## config.mk

```make
export PLATFORM = sky130hd
export DESIGN_NAME = uop_gate_pipe
export DESIGN_NICKNAME = d
export VERILOG_FILES = /design/src/rtl/uop_gate_pkg.sv /design/src/rtl/uop_gate_comb.sv /design/src/rtl/uop_gate_pipe.sv
export SDC_FILE = /design/constraint.sdc
export NUM_CORES = 1
export LEC_CHECK = 0
export BUFFER_PORTS_ARGS = -buffer_cell sky130_fd_sc_hd__buf_4
export CELL_PAD_IN_SITES_DETAIL_PLACEMENT = 1
export CELL_PAD_IN_SITES_GLOBAL_PLACEMENT = 2
export CORE_ASPECT_RATIO = 1.4
export CORE_MARGIN = 2
export CORE_UTILIZATION = 34
export DETAILED_ROUTE_END_ITERATION = 7
export PLACE_DENSITY_LB_ADDON = 0.3
export RECOVER_POWER = 25
export SKIP_CTS_REPAIR_TIMING = 1
export SLEW_MARGIN = 10
export SYNTH_ARGS = -nofsm -noshare
export SYNTH_HDL_FRONTEND = slang
export SYNTH_SLANG_ARGS = --single-unit
```

## constraint.sdc

```tcl
create_clock -name clk -period 2.2 [get_ports clk]
set_input_delay 0 -clock clk [delete_from_list [all_inputs] [get_ports clk]]
set_output_delay 0 -clock clk [all_outputs]
set_load 0.02 [all_outputs]
```

## src/rtl/uop_gate_pkg.sv

```systemverilog
// uop_gate_pkg: op encodings and FIFO depth shared by the gate pipe.
package uop_gate_pkg;
  typedef enum logic [2:0] {
    GATE_AND  = 3'b000,
    GATE_NAND = 3'b001,
    GATE_OR   = 3'b010,
    GATE_NOR  = 3'b011,
    GATE_XOR  = 3'b100,
    GATE_XNOR = 3'b101,
    GATE_NOT  = 3'b110,
    GATE_ILL  = 3'b111
  } gate_op_t;
  localparam int GATE_FIFO_DEPTH = 2;
endpackage

```

## src/rtl/uop_gate_comb.sv

```systemverilog
// uop_gate_comb: bitwise gate result and illegal-op flag for one operation.
module uop_gate_comb
  import uop_gate_pkg::*;
#(
  parameter int WIDTH = 8
) (
  input  logic [WIDTH-1:0] x,
  input  logic [WIDTH-1:0] y,
  input  logic [2:0]       op,
  output logic [WIDTH-1:0] z,
  output logic             op_err
);
  always_comb begin
    z = '0;
    op_err = 1'b0;
    case (gate_op_t'(op))
      GATE_AND:  z = x & y;
      GATE_NAND: z = ~(x & y);
      GATE_OR:   z = x | y;
      GATE_NOR:  z = ~(x | y);
      GATE_XOR:  z = x ^ y;
      GATE_XNOR: z = ~(x ^ y);
      GATE_NOT:  z = ~x;
      default:   op_err = 1'b1;
    endcase
  end
endmodule

```

## src/rtl/uop_gate_pipe.sv

```systemverilog
// uop_gate_pipe: gate op into a 2-entry result FIFO with handshakes and a transfer counter.
// Define UOP_GATE_PIPE_PARITY_EN to add the per-entry z_par output.
module uop_gate_pipe
  import uop_gate_pkg::*;
#(
  parameter int WIDTH   = 8,
  parameter int COUNT_W = 16
) (
  input  logic               clk,
  input  logic               reset,
  input  logic               in_valid,
  output logic               in_ready,
  input  logic [WIDTH-1:0]   x,
  input  logic [WIDTH-1:0]   y,
  input  logic [2:0]         op,
  output logic               out_valid,
  input  logic               out_ready,
  output logic [WIDTH-1:0]   z,
  output logic               z_zero,
  output logic               op_err,
`ifdef UOP_GATE_PIPE_PARITY_EN
  output logic               z_par,
`endif
  output logic [COUNT_W-1:0] xfer_count
);
  logic [WIDTH-1:0] c_z;
  logic             c_err;
  logic [WIDTH-1:0] mem_z    [GATE_FIFO_DEPTH];
  logic             mem_zero [GATE_FIFO_DEPTH];
  logic             mem_err  [GATE_FIFO_DEPTH];
  logic             rd, wr, live;
  logic [1:0]       cnt;
  logic             push, pop;

  uop_gate_comb #(.WIDTH(WIDTH)) u_comb (
    .x(x), .y(y), .op(op), .z(c_z), .op_err(c_err)
  );

  // live keeps in_ready low through reset and the cycle reset is released in
  assign in_ready  = live && (cnt < 2'(GATE_FIFO_DEPTH));
  assign out_valid = cnt != 2'd0;
  assign push      = in_valid && in_ready;
  assign pop       = out_valid && out_ready;
  assign z         = out_valid ? mem_z[rd] : '0;
  assign z_zero    = out_valid && mem_zero[rd];
  assign op_err    = out_valid && mem_err[rd];

  always_ff @(posedge clk) begin
    if (reset) begin
      cnt        <= '0;
      rd         <= 1'b0;
      wr         <= 1'b0;
      live       <= 1'b0;
      xfer_count <= '0;
    end else begin
      live <= 1'b1;
      if (push) begin
        mem_z[wr]    <= c_z;
        mem_zero[wr] <= c_z == '0;
        mem_err[wr]  <= c_err;
        wr           <= ~wr;
      end
      if (pop) begin
        rd         <= ~rd;
        xfer_count <= xfer_count + 1'b1;
      end
      cnt <= cnt + 2'(push) - 2'(pop);
    end
  end

`ifdef UOP_GATE_PIPE_PARITY_EN
  logic mem_par [GATE_FIFO_DEPTH];
  assign z_par = out_valid && mem_par[rd];
  always_ff @(posedge clk) begin
    if (!reset && push) mem_par[wr] <= ^c_z;
  end
`endif
endmodule

```

==> key figures <==
Status
  – Status: finished clean

Yosys
  – Top-area cell type share of the netlist area: 0.2340
  – Dominant cell type by area after synthesis: edfxtp_1
  – Post-synth EDFFs: 20
  – #FFs+latches synth: 42
  – Ys async rst share: 0
  – Avg Inst Size Synth: 9.575 um^2
  – Post-Synthesis Net Count: 310
  – Largest cells by area after synthesis: edfxtp_1 23%, dfxtp_1 17%, ha_1 9.3%
  – Register area share after synthesis: 0.4057
  – Synthesized instance count: ~270
  – Yosys warning count: 0
  – Synth unique cells: 47
  – Cell Area, Synth: 2566 um^2
  – Ys flop type: dfxtp_1

GRT
  – Largest net degree at the start of global routing: 33
  – Grt ovf: 0
  – Initial antenna violation count: 0
  – Number of global-route vias before repair: 2179
  – GR Util All Layers: 0.1417
  – Global-route wire length before repair: 9453 um

Floorplan
  – Placeable Area: roughly 7300 um^2
  – IO Count: 51
  – Die ar.: slightly above 8000 um^2
  – Horiz. Die Dim: between 70 and 80 um
  – Initial core utilization: 0.3508
  – Row count: 37
  – Die Height: 106.8 um

Critical path
  – CP arrival: between 1.5 and 2 ns
  – CP delay by family, top: flip-flops
  – Crit-path max FO: 5
  – CP Capture Type: flop
  – Critical path class: reg -> reg
  – R2R depth: 8
  – Slowest cell delay on critical path: about 0.44 ns
  – CP endpoint: cnt[1]
  – Startpoint class of the critical path: flop
  – Critical R2R Capture: cnt[1]
  – Worst endpoint required time: 2.34 ns
  – Worst path slowest cell: dfxtp_1
  – R2R Setup Slk: 0.41 ns
  – CP dominant cell by count: ha_1
  – Worst Setup SP: cnt[1]
  – Reg-to-Reg Start: cnt[1]
  – Buf+Inv Stages, Crit Path: 1
  – Worst-path cell chain: and2b_1, nand2_1, ha_1, inv_1, ha_1, xor2_1, xnor2_1, nor2_1
  – Crit. path cell count: 8

Clocking
  – H-tree Lvls: 2
  – Root Buffer: clkbuf_8
  – CTS Buf Count: 5
  – CTS tree: yes
  – Worst-path clk slew: 0.08 ns
  – Clock Sinks: 42
  – Clk buf depth: 2
  – Worst skew pair latency: approximately 0.29 ns

Layout
  – Most common cell after layout, fill and taps aside: buf_4
  – Commonest non-fill, non-tap cells in the layout: 36 x buf_4, 35 x nor2_1, 22 x dfxtp_1
  – FILL cells: 911
  – Number of inserted diodes: 0
  – P&R area growth vs syn: 19.89%
  – Share of cells above drive strength 1: 0.1509
  – Layout net count: 359

Pwr
  – Switching fraction of total power: 0.3048
  – Lkg Pwr: 1.250 nW
  – Reg power frac: 0.430
  – Cell area power density: 715.2 nW/um^2
  – Sw Pwr: 0.6707 mW
  – P_int: 1.530 mW
  – Combinational power share: 0.304
  – Clk network pwr share: 0.265
  – Peak supply drop: roughly 290 uV

Detailed routing
  – Post-route ant nets: 0
  – Pre-Repair DR Iteration Count: 3
  – Via Count: 2086
  – Drt initial violations: 27
  – Via density: just over 5
  – DRC: 0
  – Routed WL per cell: between 10 and 15 um
  – WL final: 5548 um

Place
  – Final HPWL DP: approximately 4400 um
  – Gpl congestion: ~0.77
  – Port-buffer cells: 50

Timing
  – Least-Margin Pin Slew: 1.058 ns
  – Post-route minimum period: 1.787 ns
  – Hold_ws: 0.1509 ns
  – Final hold violations: 0
  – Tcrit/Tclk final: 0.8123
  – # setup viols final: 0
  – Slew HR: 0.2947
  – Final Max Slew Viols: 0
  – Setup TNS: 0 ns
  – Fmax: 0.5596 GHz
  – Skew final: roughly 0.009 ns
  – RSZ-0062 raised after global routing: no

Min path
  – Hold Crit Class: in -> reg
  – Min-Delay Path Depth: 4

Run
  – Maxcap violations: 0
## tightest hold or removal path: cells and delay by family
family / cells / cell delay [ns]
buffers and inverters: 1 / 0.12
AO/OA/AOI/OAI: 2 / 0.17
AND/OR/NAND/NOR: 1 / 0.12
## stage by stage
step,setup slack [ns],power (mW),utilization,std cells,instance area [um^2]
floorplan,0.1778,1.402,-,268,2566
global placement,0.4723,1.647,0.4158,407,3042
detailed placement,0.4041,1.661,0.4158,407,3042
CTS,0.3924,2.253,0.4304,415,3148
global route,0.2183,2.344,0.4206,415,3077
finish,0.4130,2.201,0.4206,415,3077
## how the worst min path moves through the flow
| stage | from | to | slack, ns |
|---|---|---|---|
| floorplan | reset | xfer_count[14] | 0.07 |
| global placement | reset | live | 0.31 |
| detailed placement | reset | live | 0.31 |
| CTS | reset | live | -0.004 |
| global route | out_ready | xfer_count[6] | 0.16 |
| finish | out_ready | xfer_count[6] | 0.15 |
## power by group through the flow
stage	Sequential, mW	Clock (mW)	Combinational, mW
floorplan	0.938	0	0.464
global placement	0.965	0	0.682
detailed placement	0.967	0	0.694
CTS	0.950	0.606	0.697
global route	0.957	0.635	0.751
finish	0.947	0.584	0.670
## state kept, by name, summed over array words and instances, names as in the netlist, named ones only
register	flops
cnt	2
rd	1
live	1
mem_z	16
mem_zero	2
wr	1
mem_err	2
xfer_count	16
## synthesized netlist by cell type (all sizes together), types with 4 or more instances
cell / instances
a21oi: 4
a221oi: 4
a2bb2oi: 4
buf: 7
clkbuf: 6
dfxtp: 22
edfxtp: 20
ha: 19
inv: 19
mux2i: 18
nand2: 19
nor2: 35
nor2b: 5
nor3: 6
o21ai: 6
o21bai: 4
o22a: 5
o22ai: 5
or3: 5
xnor2: 12
xor2: 10
## area by class of cell
class / instances / area, um^2 / area share
Sequential cell: 42 / 1041 / 0.3383
Multi-Input combinational cell: 194 / 1395 / 0.4534
Tap cell: 97 / 121.4 / 0.03945
Timing Repair Buffer: 55 / 341.6 / 0.1110
Inverter: 19 / 71.32 / 0.02318
Clock buffer: 7 / 76.32 / 0.02481
Clock inverter: 1 / 30.03 / 0.009760
## kinds of logic after synthesis
kind of cell	count (synthesis)	share of synthesized area
buf+inv	32	0.05071
fa+ha+maj	19	0.09264
mux	18	0.07021
simple gates	92	0.1794
flops	42	0.4057
compound gates	43	0.1263
xor+xnor	22	0.07508
## layer usage
| metal | global-route usage | wire, um |
|---|---|---|
| met1 | 0.1369 | 2096 |
| met2 | 0.2913 | 3188 |
| met3 | 0.02020 | 170 |
| met4 | 0.05740 | 93 |
| met5 | 0 | 0 |
(Power assumes the default switching activity.)
